--- src/rtl/shadow_rc_pkg.sv ---
// Shared types and default constants for the Shadow-512 round-constant generator.
package shadow_rc_pkg;

    typedef enum logic {
        IDLE = 1'b0,
        RUN  = 1'b1
    } state_t;

    localparam logic [31:0] RC_POLY = 32'hc5;
    localparam logic [31:0] RC_SEED = 32'h0000_0001;
    localparam int          RC_NB   = 12;

endpackage

--- src/rtl/shadow_rc_gen_lfsr.sv ---
// Single-step 32-bit Galois LFSR update: shift left, fold POLY back in when the MSB leaves.
module upd_lfsr #(
    parameter logic [31:0] POLY = 32'hc5
) (
    input  logic [31:0] state,
    output logic [31:0] next
);

    assign next = {state[30:0], 1'b0} ^ (state[31] ? POLY : 32'h0);

endmodule

--- src/rtl/shadow_rc_gen.sv ---
// Round-constant generator: streams NB_RC LFSR values per call over a valid/ready
// handshake, then reloads the seed and pulses done.
module shadow_rc_gen
    import shadow_rc_pkg::*;
#(
    parameter logic [31:0] POLY  = RC_POLY,
    parameter logic [31:0] SEED  = RC_SEED,
    parameter int          NB_RC = RC_NB,
    parameter int          IDX_W = $clog2(NB_RC)
) (
    input  logic             clk,
    input  logic             rst_n,
    input  logic             start,
    output logic             busy,
    output logic [31:0]      rc,
    output logic             rc_valid,
    input  logic             rc_ready,
    output logic [IDX_W-1:0] rc_idx,
    output logic             rc_last,
    output logic             done
);

    state_t           state_reg, state_next;
    logic [31:0]      lfsr_reg, lfsr_next, lfsr_step;
    logic [IDX_W-1:0] idx_reg, idx_next;
    logic             done_reg, done_next;
    logic             hs;
    logic             at_last;

    upd_lfsr #(.POLY(POLY)) u_upd_lfsr (
        .state (lfsr_reg),
        .next  (lfsr_step)
    );

    assign at_last = (idx_reg == IDX_W'(NB_RC - 1));
    assign hs      = rc_valid && rc_ready;

    always_ff @(posedge clk or negedge rst_n) begin
        if (!rst_n) begin
            state_reg <= IDLE;
            lfsr_reg  <= SEED;
            idx_reg   <= '0;
            done_reg  <= 1'b0;
        end else begin
            state_reg <= state_next;
            lfsr_reg  <= lfsr_next;
            idx_reg   <= idx_next;
            done_reg  <= done_next;
        end
    end

    always_comb begin
        state_next = state_reg;
        lfsr_next  = lfsr_reg;
        idx_next   = idx_reg;
        done_next  = 1'b0;
        case (state_reg)
            IDLE: begin
                if (start) begin
                    state_next = RUN;
                    lfsr_next  = SEED;
                    idx_next   = '0;
                end
            end
            RUN: begin
                // start is deliberately not looked at here, even on the final handshake.
                if (hs) begin
                    if (at_last) begin
                        state_next = IDLE;
                        lfsr_next  = SEED;
                        idx_next   = '0;
                        done_next  = 1'b1;
                    end else begin
                        lfsr_next = lfsr_step;
                        idx_next  = idx_reg + IDX_W'(1);
                    end
                end
            end
            default: begin
                state_next = IDLE;
            end
        endcase
    end

    always_comb begin
        busy     = 1'b0;
        rc_valid = 1'b0;
        case (state_reg)
            RUN: begin
                busy     = 1'b1;
                rc_valid = 1'b1;
            end
            default: ;
        endcase
    end

    assign rc      = lfsr_reg;
    assign rc_idx  = idx_reg;
    assign rc_last = rc_valid && at_last;
    assign done    = done_reg;

endmodule

--- config.mk ---
export PLATFORM = sky130hd
export DESIGN_NAME = shadow_rc_gen
export DESIGN_NICKNAME = d
export VERILOG_FILES = /design/src/rtl/shadow_rc_pkg.sv /design/src/rtl/shadow_rc_gen_lfsr.sv /design/src/rtl/shadow_rc_gen.sv
export SDC_FILE = /design/constraint.sdc
export NUM_CORES = 1
export LEC_CHECK = 0
export ABC_AREA = 1
export CORE_ASPECT_RATIO = 0.8
export CORE_MARGIN = 4
export CORE_UTILIZATION = 45
export DETAILED_ROUTE_END_ITERATION = 12
export PLACE_DENSITY = 0.76
export SYNTH_ARGS = -nofsm -noshare
export SYNTH_HDL_FRONTEND = slang
export SYNTH_SLANG_ARGS = --single-unit
--- constraint.sdc ---
create_clock -name clk -period 2.69 [get_ports clk]
set_input_delay 0.269 -clock clk [delete_from_list [all_inputs] [get_ports clk]]
set_output_delay 0.269 -clock clk [all_outputs]
set_load 0.01 [all_outputs]
==> results.md, run 1 <==
- H-tree Lvls: 2
- GRT Util Overall: around 16%
- Most common cell after layout, fill and taps aside: clkdlybuf4s50_1
- Hold-fix buffers at CTS: 0
- Syn Nets: 166
- Die Y: 64.0 um
- Worst path max stage delay: ~0.54 ns
- Area grow syn2layout: 29.5%
- CP arrival: 1.91 ns
- Worst EP required: roughly 2.4 ns
- Setup Fix Bufs, Post-CTS: 0
- Largest net degree at the start of global routing: 39
- Crit-path max FO: 5
- Final Hold Viols: 0
- Diodes inserted: 0
- Top-level port count: 44
- Synth cell types: 22
- Pleak: between 0.9 and 1 nW
- Startpoint class of the critical path: flip-flop
- Initial antenna violation count: 0
- Seq cells post-synth: 38
- PostCTS Resize Cnt: 0
- WS Path Type: reg2out
- Top cells by area, synth: dfrtp_1 (52%), o22ai_2 (14%), inv_1 (7.2%)
- Setup crit end kind: primary output
- Syn Inst Count: about 160
- Outcome: complete, no violations
- Pins Over Slew Limit: 0
- Crit share post-route: between 80% and 90%
- Yosys warnings: 0
- Final instance area: about 2300 um^2
- Yosys top cell by area: dfrtp_1
- Slowest cell on crit path: clkdlybuf4s50_1
- Actual slew at the worst max-slew pin: about 0.82 ns
- Synth top area share: 52.4%
- VDD IR max: 0.000505 V
- Total Nets Final: 210
- Core area: 3780 um^2
- Die area: approximately 5000 um^2
- DPL Wire Length: 2530 um
- Clock Path Buffers: 2
- Netlist Area Pre-Place: roughly 1800 um^2
- Hold WC Path Type: in2async
- # rows: 20
- Min Tclk post-route: 2.17 ns
- PwrDens: between 1000 and 1500 nW/um^2
- Synth Area per Inst: 11.0 um^2
- Worst Clk Skew: roughly 0.0042 ns
- CTS clk-pin slew, worst paths: around 0.070 ns
- Register area share after synthesis: between 50% and 60%
- Vias per cell: 4.72
- GPL Wtd Cong: 0.910
- Max transition margin: between 40% and 50%
- First-pass GRT wire length: ~6400 um
- Clk sinks: 38
- DR vias: roughly 1200
- Clock Tree Root: clkbuf_8
- First DRT Iteration DRCs: 60
- TritonCTS clock tree: done
- Antenna viol nets, final: 0
- Max-cap violations: 0
- Vias in the first global route: around 1300
- Share of cells above drive strength 1: a little under a fifth
- Worst-Skew Late Latency: roughly 0.29 ns
- Unrepaired setup endpoints after global routing: false
- First drt pass iteration count: 4
- Initial core utilization: between 40% and 50%
- Commonest cells after routing, fill and taps aside: clkdlybuf4s50_1 (42), dfrtp_1 (37), inv_1 (34)
- Total congestion overflow: 0
- IO buf count: 43
- Setup-failing EPs final: 0
- Final setup TNS: 0 ns
- WL final: around 3600 um
- CP cell instances: ha_1 > nand3_2 > nor2_1 > clkdlybuf4s50_1
- WL per Instance: 13.9 um
- Drt drc: 0
- Max reg flops: 32
- Placed inst area: around 2200 um^2
- CTS buffer count: 5
- Fmax: about 460 MHz
- Die Span X: 78.1 um
==> path summary, 6_finish.rpt <==
path,startpoint,endpoint,slack [ns],cells past startpoint
max reg2reg,rc_idx[0]$_DFFE_PN0P_,rc[31]$_DFFE_PN0P_,1.13,4
max in group asynchronous,rst_n,rc[20]$_DFFE_PN0P_,2.10,1
min in group clk,rc[2]$_DFFE_PN0P_,rc[2]$_DFFE_PN0P_,0.54,2
min,rst_n,rc[5]$_DFFE_PN0P_,0.07,1
min reg2reg,rc[2]$_DFFE_PN0P_,rc[2]$_DFFE_PN0P_,0.54,2
max,rc_idx[0]$_DFFE_PN0P_,rc_last,0.52,4
==> final cells by class <==
| class | count | area, um^2 |
|---|---|---|
| Multi-Input combinational cell | 81 | 608 |
| Clock buffer | 7 | 86.3 |
| Inverter | 36 | 143 |
| Clock inverter | 1 | 5.00 |
| Tap cell | 55 | 68.8 |
| Timing Repair Buffer | 43 | 425 |
| Fill cell | 314 | 1490 |
| Sequential cell | 38 | 952 |
==> synthesized netlist by cell type <==
master / instances
dfstp_2: 1
nand3_2: 1
nand2_1: 26
nand3_1: 5
nand2_4: 1
inv_1: 34
nand4_1: 2
buf_4: 1
clkinv_4: 1
mux2i_4: 1
ha_1: 1
nor2_1: 5
buf_6: 5
o22ai_1: 4
o22ai_2: 20
nand2_2: 2
o21ai_0: 4
inv_4: 1
a21oi_1: 1
o21ai_1: 5
dfrtp_1: 37
nand2_8: 3
==> per-stage QoR <==
stage	utilization [%]	hold slack, ns	setup WS [ns]	power [mW]	cells
after CTS	60.6	0.0963	0.516	2.62	261
after global placement	58.1	0.402	0.923	2.17	253
final	60.6	0.0721	0.516	2.60	261
after floorplan	-	-0.0266	1.34	1.62	161
after detailed placement	58.1	0.411	0.849	2.21	253
after global routing	60.6	0.137	0.391	2.78	261
==> power by group <==
| group | total (mW) | leakage [nW] | internal, mW | switching, mW |
|---|---|---|---|---|
| combinational | 1.20 | 0.442 | 0.645 | 0.560 |
| sequential | 0.990 | 0.497 | 0.807 | 0.183 |
| clock | 0.406 | 0.0482 | 0.207 | 0.200 |
==> kinds of logic after synthesis <==
family / share of synthesized area [%]
AND/OR/NAND/NOR: 14.0
adder cells (fa/ha/maj): 0.708
AO/OA/AOI/OAI: 18.4
flip-flops: 53.9
buffers and inverters: 11.7
multiplexers: 1.27
==> critical path: cells and delay by family, from the launching register on <==
kind	cells	cell delay, ns
buffers and inverters	1	0.54
adders and majority gates	1	0.28
DFF	1	0.48
and+or+nand+nor	2	0.32
==> per-layer routing <==
layer | track usage [%] | vias up | routed length [um]
met5 | 0 | - | 0
met4 | 9.17 | 0 | 96
met1 | 20.8 | 588 | 1630
met2 | 26.0 | 32 | 1750
li1 | - | 603 | -
met3 | 3.80 | 9 | 141
(Power assumes the default switching activity.)
==> inputs of run 2 (changes only) <==
- CORE_UTILIZATION: 45 -> 44
- PLACE_DENSITY: 0.76 -> 0.78
- clock period: 2.69 -> 1.94 ns (I/O delays scaled with it)
==> run 2 against run 1 <==
Against the previous run:
- the run now ends with negative hold slack left
- die area increased by 2.0%
- sequential share of layout area about the same
- non-clock buffer count increased by 2
- first-iteration DRC count increased by 3.3%
- cell area increased by 0.33%
- largest cell class unchanged
- register-to-register slack got worse by 0.58 ns
- critical path type unchanged
- clock skew increased by 0.0032 ns
- total power increased by 37%
- largest power group unchanged
- worst hold slack got worse by 0.073 ns
- highest routed layer unchanged
==> results.md, run 2 (synthesized netlist as in run 1, its figures left out) <==
- Clk sinks: 38
- Max reg flops: 32
- Hold-fix buffers at CTS: 0
- Hold WC Path Type: in2async
- GRT Util Overall: 14.7%
- Total congestion overflow: 0
- First-pass GRT wire length: between 5000 and 6000 um
- WS Path Type: reg2out
- DPL Wire Length: between 2000 and 2500 um
- WHS: -0.000554 ns
- Most common cell after layout, fill and taps aside: clkdlybuf4s50_1
- Worst-Skew Late Latency: slightly below 0.3 ns
- CTS buffer count: 5
- NetSw: approximately 1.3 mW
- # rows: 20
- VDD IR max: just under 0.0008 V
- Final Hold Viols: 1
- H-tree Lvls: 2
- Clock power frac: ~14%
- Setup crit end kind: primary output
- Die Span X: approximately 79 um
- Drt drc: 0
- Fillers: 324
- Largest net degree at the start of global routing: 39
- Worst Clk Skew: 0.00743 ns
- Slowest cell on crit path: clkdlybuf4s50_1
- IO buf count: 43
- Clock Tree Root: clkbuf_8
- Min Tclk post-route: around 1.6 ns
- Setup-failing EPs final: 0
- Vias per cell: around 4.7
- Antenna viol nets, final: 0
- Die area: about 5100 um^2
- FF-to-FF setup slack: ~0.55 ns
- Vias in the first global route: between 1000 and 1500
- Top-level port count: 44
- WL per Instance: roughly 12 um
- WL final: 3270 um
- Pins Over Slew Limit: 0
- GPL Wtd Cong: between 0.7 and 0.8
- TritonCTS clock tree: done
- Total Nets Final: roughly 210
- Share of cells above drive strength 1: 20.3%
- Initial antenna violation count: 0
- Sequential share of power: 38.3%
- Failing checks: negative hold slack
- CTS clk-pin slew, worst paths: approximately 0.070 ns
- Max transition margin: approximately 46%
- Crit-path max FO: 10
- First DRT Iteration DRCs: between 60 and 70
- Crit-path leading delay family: buffers and inverters
- Outcome: complete, but fails checks
- Area grow syn2layout: 30.0%
- Pleak: between 1 and 1.5 nW
- Die Y: 64.7 um
- CP cell instances: clkdlybuf4s50_1
- Buffers plus inverters on the worst setup path: 1
- Share of power burned in combinational logic: ~48%
- Max-cap violations: 0
- Fmax: 630 MHz
- Cell internal pwr: ~2.3 mW
- Initial core utilization: 46.1%
- CP arrival: between 1 and 1.5 ns
- Crit share post-route: 81.8%
- Final core occ: between 50% and 60%
- DR vias: approximately 1200
- First drt pass iteration count: 4
- PwrDens: 1550 nW/um^2
- Worst path max stage delay: slightly below 0.6 ns
- Core area: ~3800 um^2
- Clock Path Buffers: 2
- Diodes inserted: 0
- Sw Share: between 30% and 40%
- Commonest cells after routing, fill and taps aside: clkdlybuf4s50_1 (41), dfrtp_1 (35), inv_1 (34)
- Actual slew at the worst max-slew pin: between 0.8 and 0.9 ns
- Worst EP required: ~1.8 ns
- Unrepaired setup endpoints after global routing: false
- Final setup TNS: 0 ns
- Startpoint class of the critical path: flip-flop
run 2: per-layer routing:
layer	GRT usage (%)	vias to the layer above	part of all wire (%)
met5	0	-	0
li1	-	611	-
met3	4.44	7	6.0
met1	19.9	589	48
met4	5.79	0	1.5
met2	22.0	32	45
run 2: path summary, 6_finish.rpt:
check | startpoint | to | cells after the start
max | state_reg$_DFF_PN0_ | busy | 1
min | rst_n | rc[23]$_DFFE_PN0P_ | 1
max reg2reg | rc_idx[1]$_DFFE_PN0P_ | rc[10]$_DFFE_PN0P_ | 4
min reg2reg | rc[0]$_DFFE_PN1P_ | rc[1]$_DFFE_PN0P_ | 2
max in group asynchronous | rst_n | state_reg$_DFF_PN0_ | 1
min in group clk | rc[0]$_DFFE_PN1P_ | rc[1]$_DFFE_PN0P_ | 2
run 2: power by group through the flow:
stage                     sequential [mW]  clock, mW  combinational, mW
after global placement               1.38          0               1.65
after floorplan                      1.50          0              0.755
after detailed placement             1.38          0               1.66
after global routing                 1.42      0.559               1.84
after CTS                            1.37      0.514               1.69
final                                1.36      0.500               1.69
run 2: worst reg2reg max path: stages (launching register included):
cell,delay [ns]
dfrtp_1,0.38
ha_2,0.23
nand3_2,0.15
nand2_4,0.35
o22ai_1,0.15
run 2: area by class of cell:
type	count	area (um^2)	area share [%]
repair buffers	45	443	19.3
inverters	36	143	6.21
multi-input cells	81	611	26.6
clock buffers	7	76.3	3.32
flip-flops and latches	38	955	41.6
well taps	55	68.8	3.00
run 2: per-stage QoR:
stage | setup WS (ns) | hold WS, ns | cells | instance area, um^2 | power, mW
2_1_floorplan | 0.589 | -0.102 | 161 | 1770 | 2.25
3_3_place_gp | 0.251 | 0.336 | 253 | 2200 | 3.03
3_5_place_dp | 0.227 | 0.341 | 253 | 2200 | 3.05
4_1_cts | 0.0114 | 0.0290 | 261 | 2280 | 3.58
5_1_grt | 0.261 | 0.0633 | 262 | 2300 | 3.82
6_report | 0.353 | -0.000554 | 262 | 2300 | 3.55
run 2: what timing repair did:
item,in CTS,in global routing
buffers inserted,1,1
resized for setup,2,2
setup endpoints to repair,1,1
==> edit (settings of run 2) <==
Reset style: synchronous (`rst_n`), changed in one clocked block.
--- a/src/rtl/shadow_rc_gen.sv
+++ b/src/rtl/shadow_rc_gen.sv
@@ -36,5 +36,5 @@
     assign hs      = rc_valid && rc_ready;
 
-    always_ff @(posedge clk or negedge rst_n) begin
+    always_ff @(posedge clk) begin
         if (!rst_n) begin
             state_reg <= IDLE;
Check against the original RTL: differs if rst_n is asserted again (counterexample within 4 cycles, from zero or initial values and one cycle with rst_n low); with rst_n held inactive, the same outputs for 10 cycles.
==> edit against run 2 <==
  * Synthesized cell count increased by 17%
  * Routed wire length grew 8.2%
  * Area after synthesis down 13%
  * Cell area down 11%
  * Setup slack gained 21 ps
  * Register-to-register slack worse by 160 ps
  * Global-route usage rose by 2.5 points
  * Sequential cell count did not move
  * Cell count rose by 2.3%
Power is not compared: it rests on default switching activity, and its combinational part moved more than twofold at a synthesized area within 25%.
==> edit: results (changes against run 2) <==
Worst R2R Setup Slack -> 390 ps (-160 ps)
worst hold path class -> reg2reg
Nets -> 232 (+9.4%)
hpwl dp -> 2.24 mm (-1.1%)
Area contributors post-synth -> dfxtp_1 (50%), nand3_1 (12%), a21oi_1 (11%)
# fillers -> 297 (-8.3%)
Syn Nets -> 193 (+16%)
crit path DAT -> 1370 ps (-20 ps)
largest net degree at the start of global routing -> 37 (-5.1%)
syn_area_per_cell -> 8.17 um^2 (-26%)
Post-Place Cell Area -> 0.00193 mm^2 (-12%)
Post-synth top cells -> nand2_1 (41), dfxtp_1 (38), nand3_1 (37)
Slew Limit Headroom -> 71.2% (+25 points)
CTS Buf Count -> 5 (unchanged)
share of layout cells above drive strength 1 -> 7.46% (-13 points)
initial antenna violation count -> 0 (unchanged)
fraction of registers with async set or reset after synthesis -> 0% (-100 points)
skew final -> 5.77 ps (-1.66 ps)
Peak VDD IR -> 0.493 mV
outcome -> completed
insertion delay to the later sink of the worst-skew pair -> 290 ps (about the same)
CTS Buffer Depth -> 2 (unchanged)
gr ovfl total -> 0 (unchanged)
dpl ws -> 186 ps (-41.6 ps)
via/cell ratio -> 5.15 (+8.8%)
fin crit period -> 1570 ps (-20.5 ps)
final RePlAce weighted congestion -> 0.767 (+0.66%)
DR iter-0 viols -> 87 (+40%)
vias in the first global route -> 1273 (+1.4%)
final count of pins violating max slew -> 0 (unchanged)
sequential-to-total area share from yosys stat -> 49.5% (-4.4 points)
first-pass GRT wire length -> 5.80 mm (-0.12%)
GRT Total Usage -> 17.1% (+2.5 points)
WL final -> 3.54 mm (+8.2%)
Top FF cell, synth -> dfxtp_1
crit-path max FO -> 6 (-4)
count of cell types in the netlist -> 18 (-18%)
DR vias -> 1379 (+11%)
cell count after placement -> 259 (+2.4%)
## edit: changes by cell type in the layout (fill, tap and decap cells not counted), moves of 20 or more
cell,before,now
a21oi_1,1,35
inv_1,34,5
dfrtp_1,35,0
dfxtp_1,0,37
o22ai_2,20,0
nand3_1,5,37
## edit: final timing paths
check                              start  cells past startpoint                  end
setup / recovery  rc_idx[2]$_SDFFE_PN0P_                      1            rc_idx[2]
hold / removal       rc[13]$_SDFFE_PN0P_                      2  rc[14]$_SDFFE_PN0P_
setup reg to reg  rc_idx[1]$_SDFFE_PN0P_                      7   rc[5]$_SDFFE_PN0P_
hold reg to reg      rc[13]$_SDFFE_PN0P_                      2  rc[14]$_SDFFE_PN0P_
## edit: through the flow
step	hold WS (ps)	utilization (%)	power, W
2_1_floorplan	278	-	0.000889
3_3_place_gp	466	60.1	0.000916
3_5_place_dp	475	60.1	0.000916
4_1_cts	484	63.7	0.00156
5_1_grt	508	63.8	0.00161
6_report	482	63.8	0.00155
## edit: kinds of logic (layout without fill, tap and decap cells)
| group | count (synthesis) | in the layout | share of synthesized area (%) |
|---|---|---|---|
| adder cells (fa/ha/maj) | 1 | 1 | 0.814 |
| AO/OA/AOI/OAI | 37 | 37 | 12.1 |
| AND/OR/NAND/NOR | 87 | 87 | 27.0 |
| flip-flops | 38 | 38 | 49.5 |
| buffers and inverters | 21 | 61 | 8.31 |
| XOR/XNOR | 4 | 4 | 2.28 |
## edit: final cells by class
type | instances | share of cell area (%)
clock inverters | 3 | 1.95
multi-input cells | 129 | 31.5
well taps | 40 | 2.44
inverters | 6 | 1.10
repair buffers | 47 | 22.5
flip-flops and latches | 38 | 37.1
clock buffers | 5 | 3.35
## edit: routing by layer
| metal | routed length, um | vias up | part of all wire (%) | track usage (%) |
|---|---|---|---|---|
| met5 | 0 | - | 0 | 0 |
| met4 | 36 | 0 | 1.0 | 6.20 |
| met3 | 259 | 4 | 7.3 | 6.79 |
| met2 | 1520 | 41 | 43 | 26.4 |
| met1 | 1730 | 630 | 49 | 21.9 |
| li1 | - | 704 | - | - |
## edit: worst register-to-register path: cells and delay by family, from the launching register on
family | cells | cell delay (ps)
compound gates | 1 | 150
fa+ha+maj | 1 | 200
buf+inv | 1 | 160
flops | 1 | 340
simple gates | 4 | 630
## edit: power by group through the flow
stage	Clock, W	Combinational (W)	Sequential [W]
floorplan	0	0.0000747	0.000814
global placement	0	0.000105	0.000812
detailed placement	0	0.000105	0.000811
CTS	0.000664	0.000105	0.000793
global route	0.000702	0.000114	0.000794
finish	0.000653	0.000105	0.000793
## edit: what timing repair did
| action | CTS | global route |
|---|---|---|
| pin swaps | 1 | 0 |
| setup buffers | 1 | 0 |
| endpoints found under the setup margin | 1 | 1 |
| hold buffers | 0 | 0 |
| gates resized for setup | 1 | 1 |
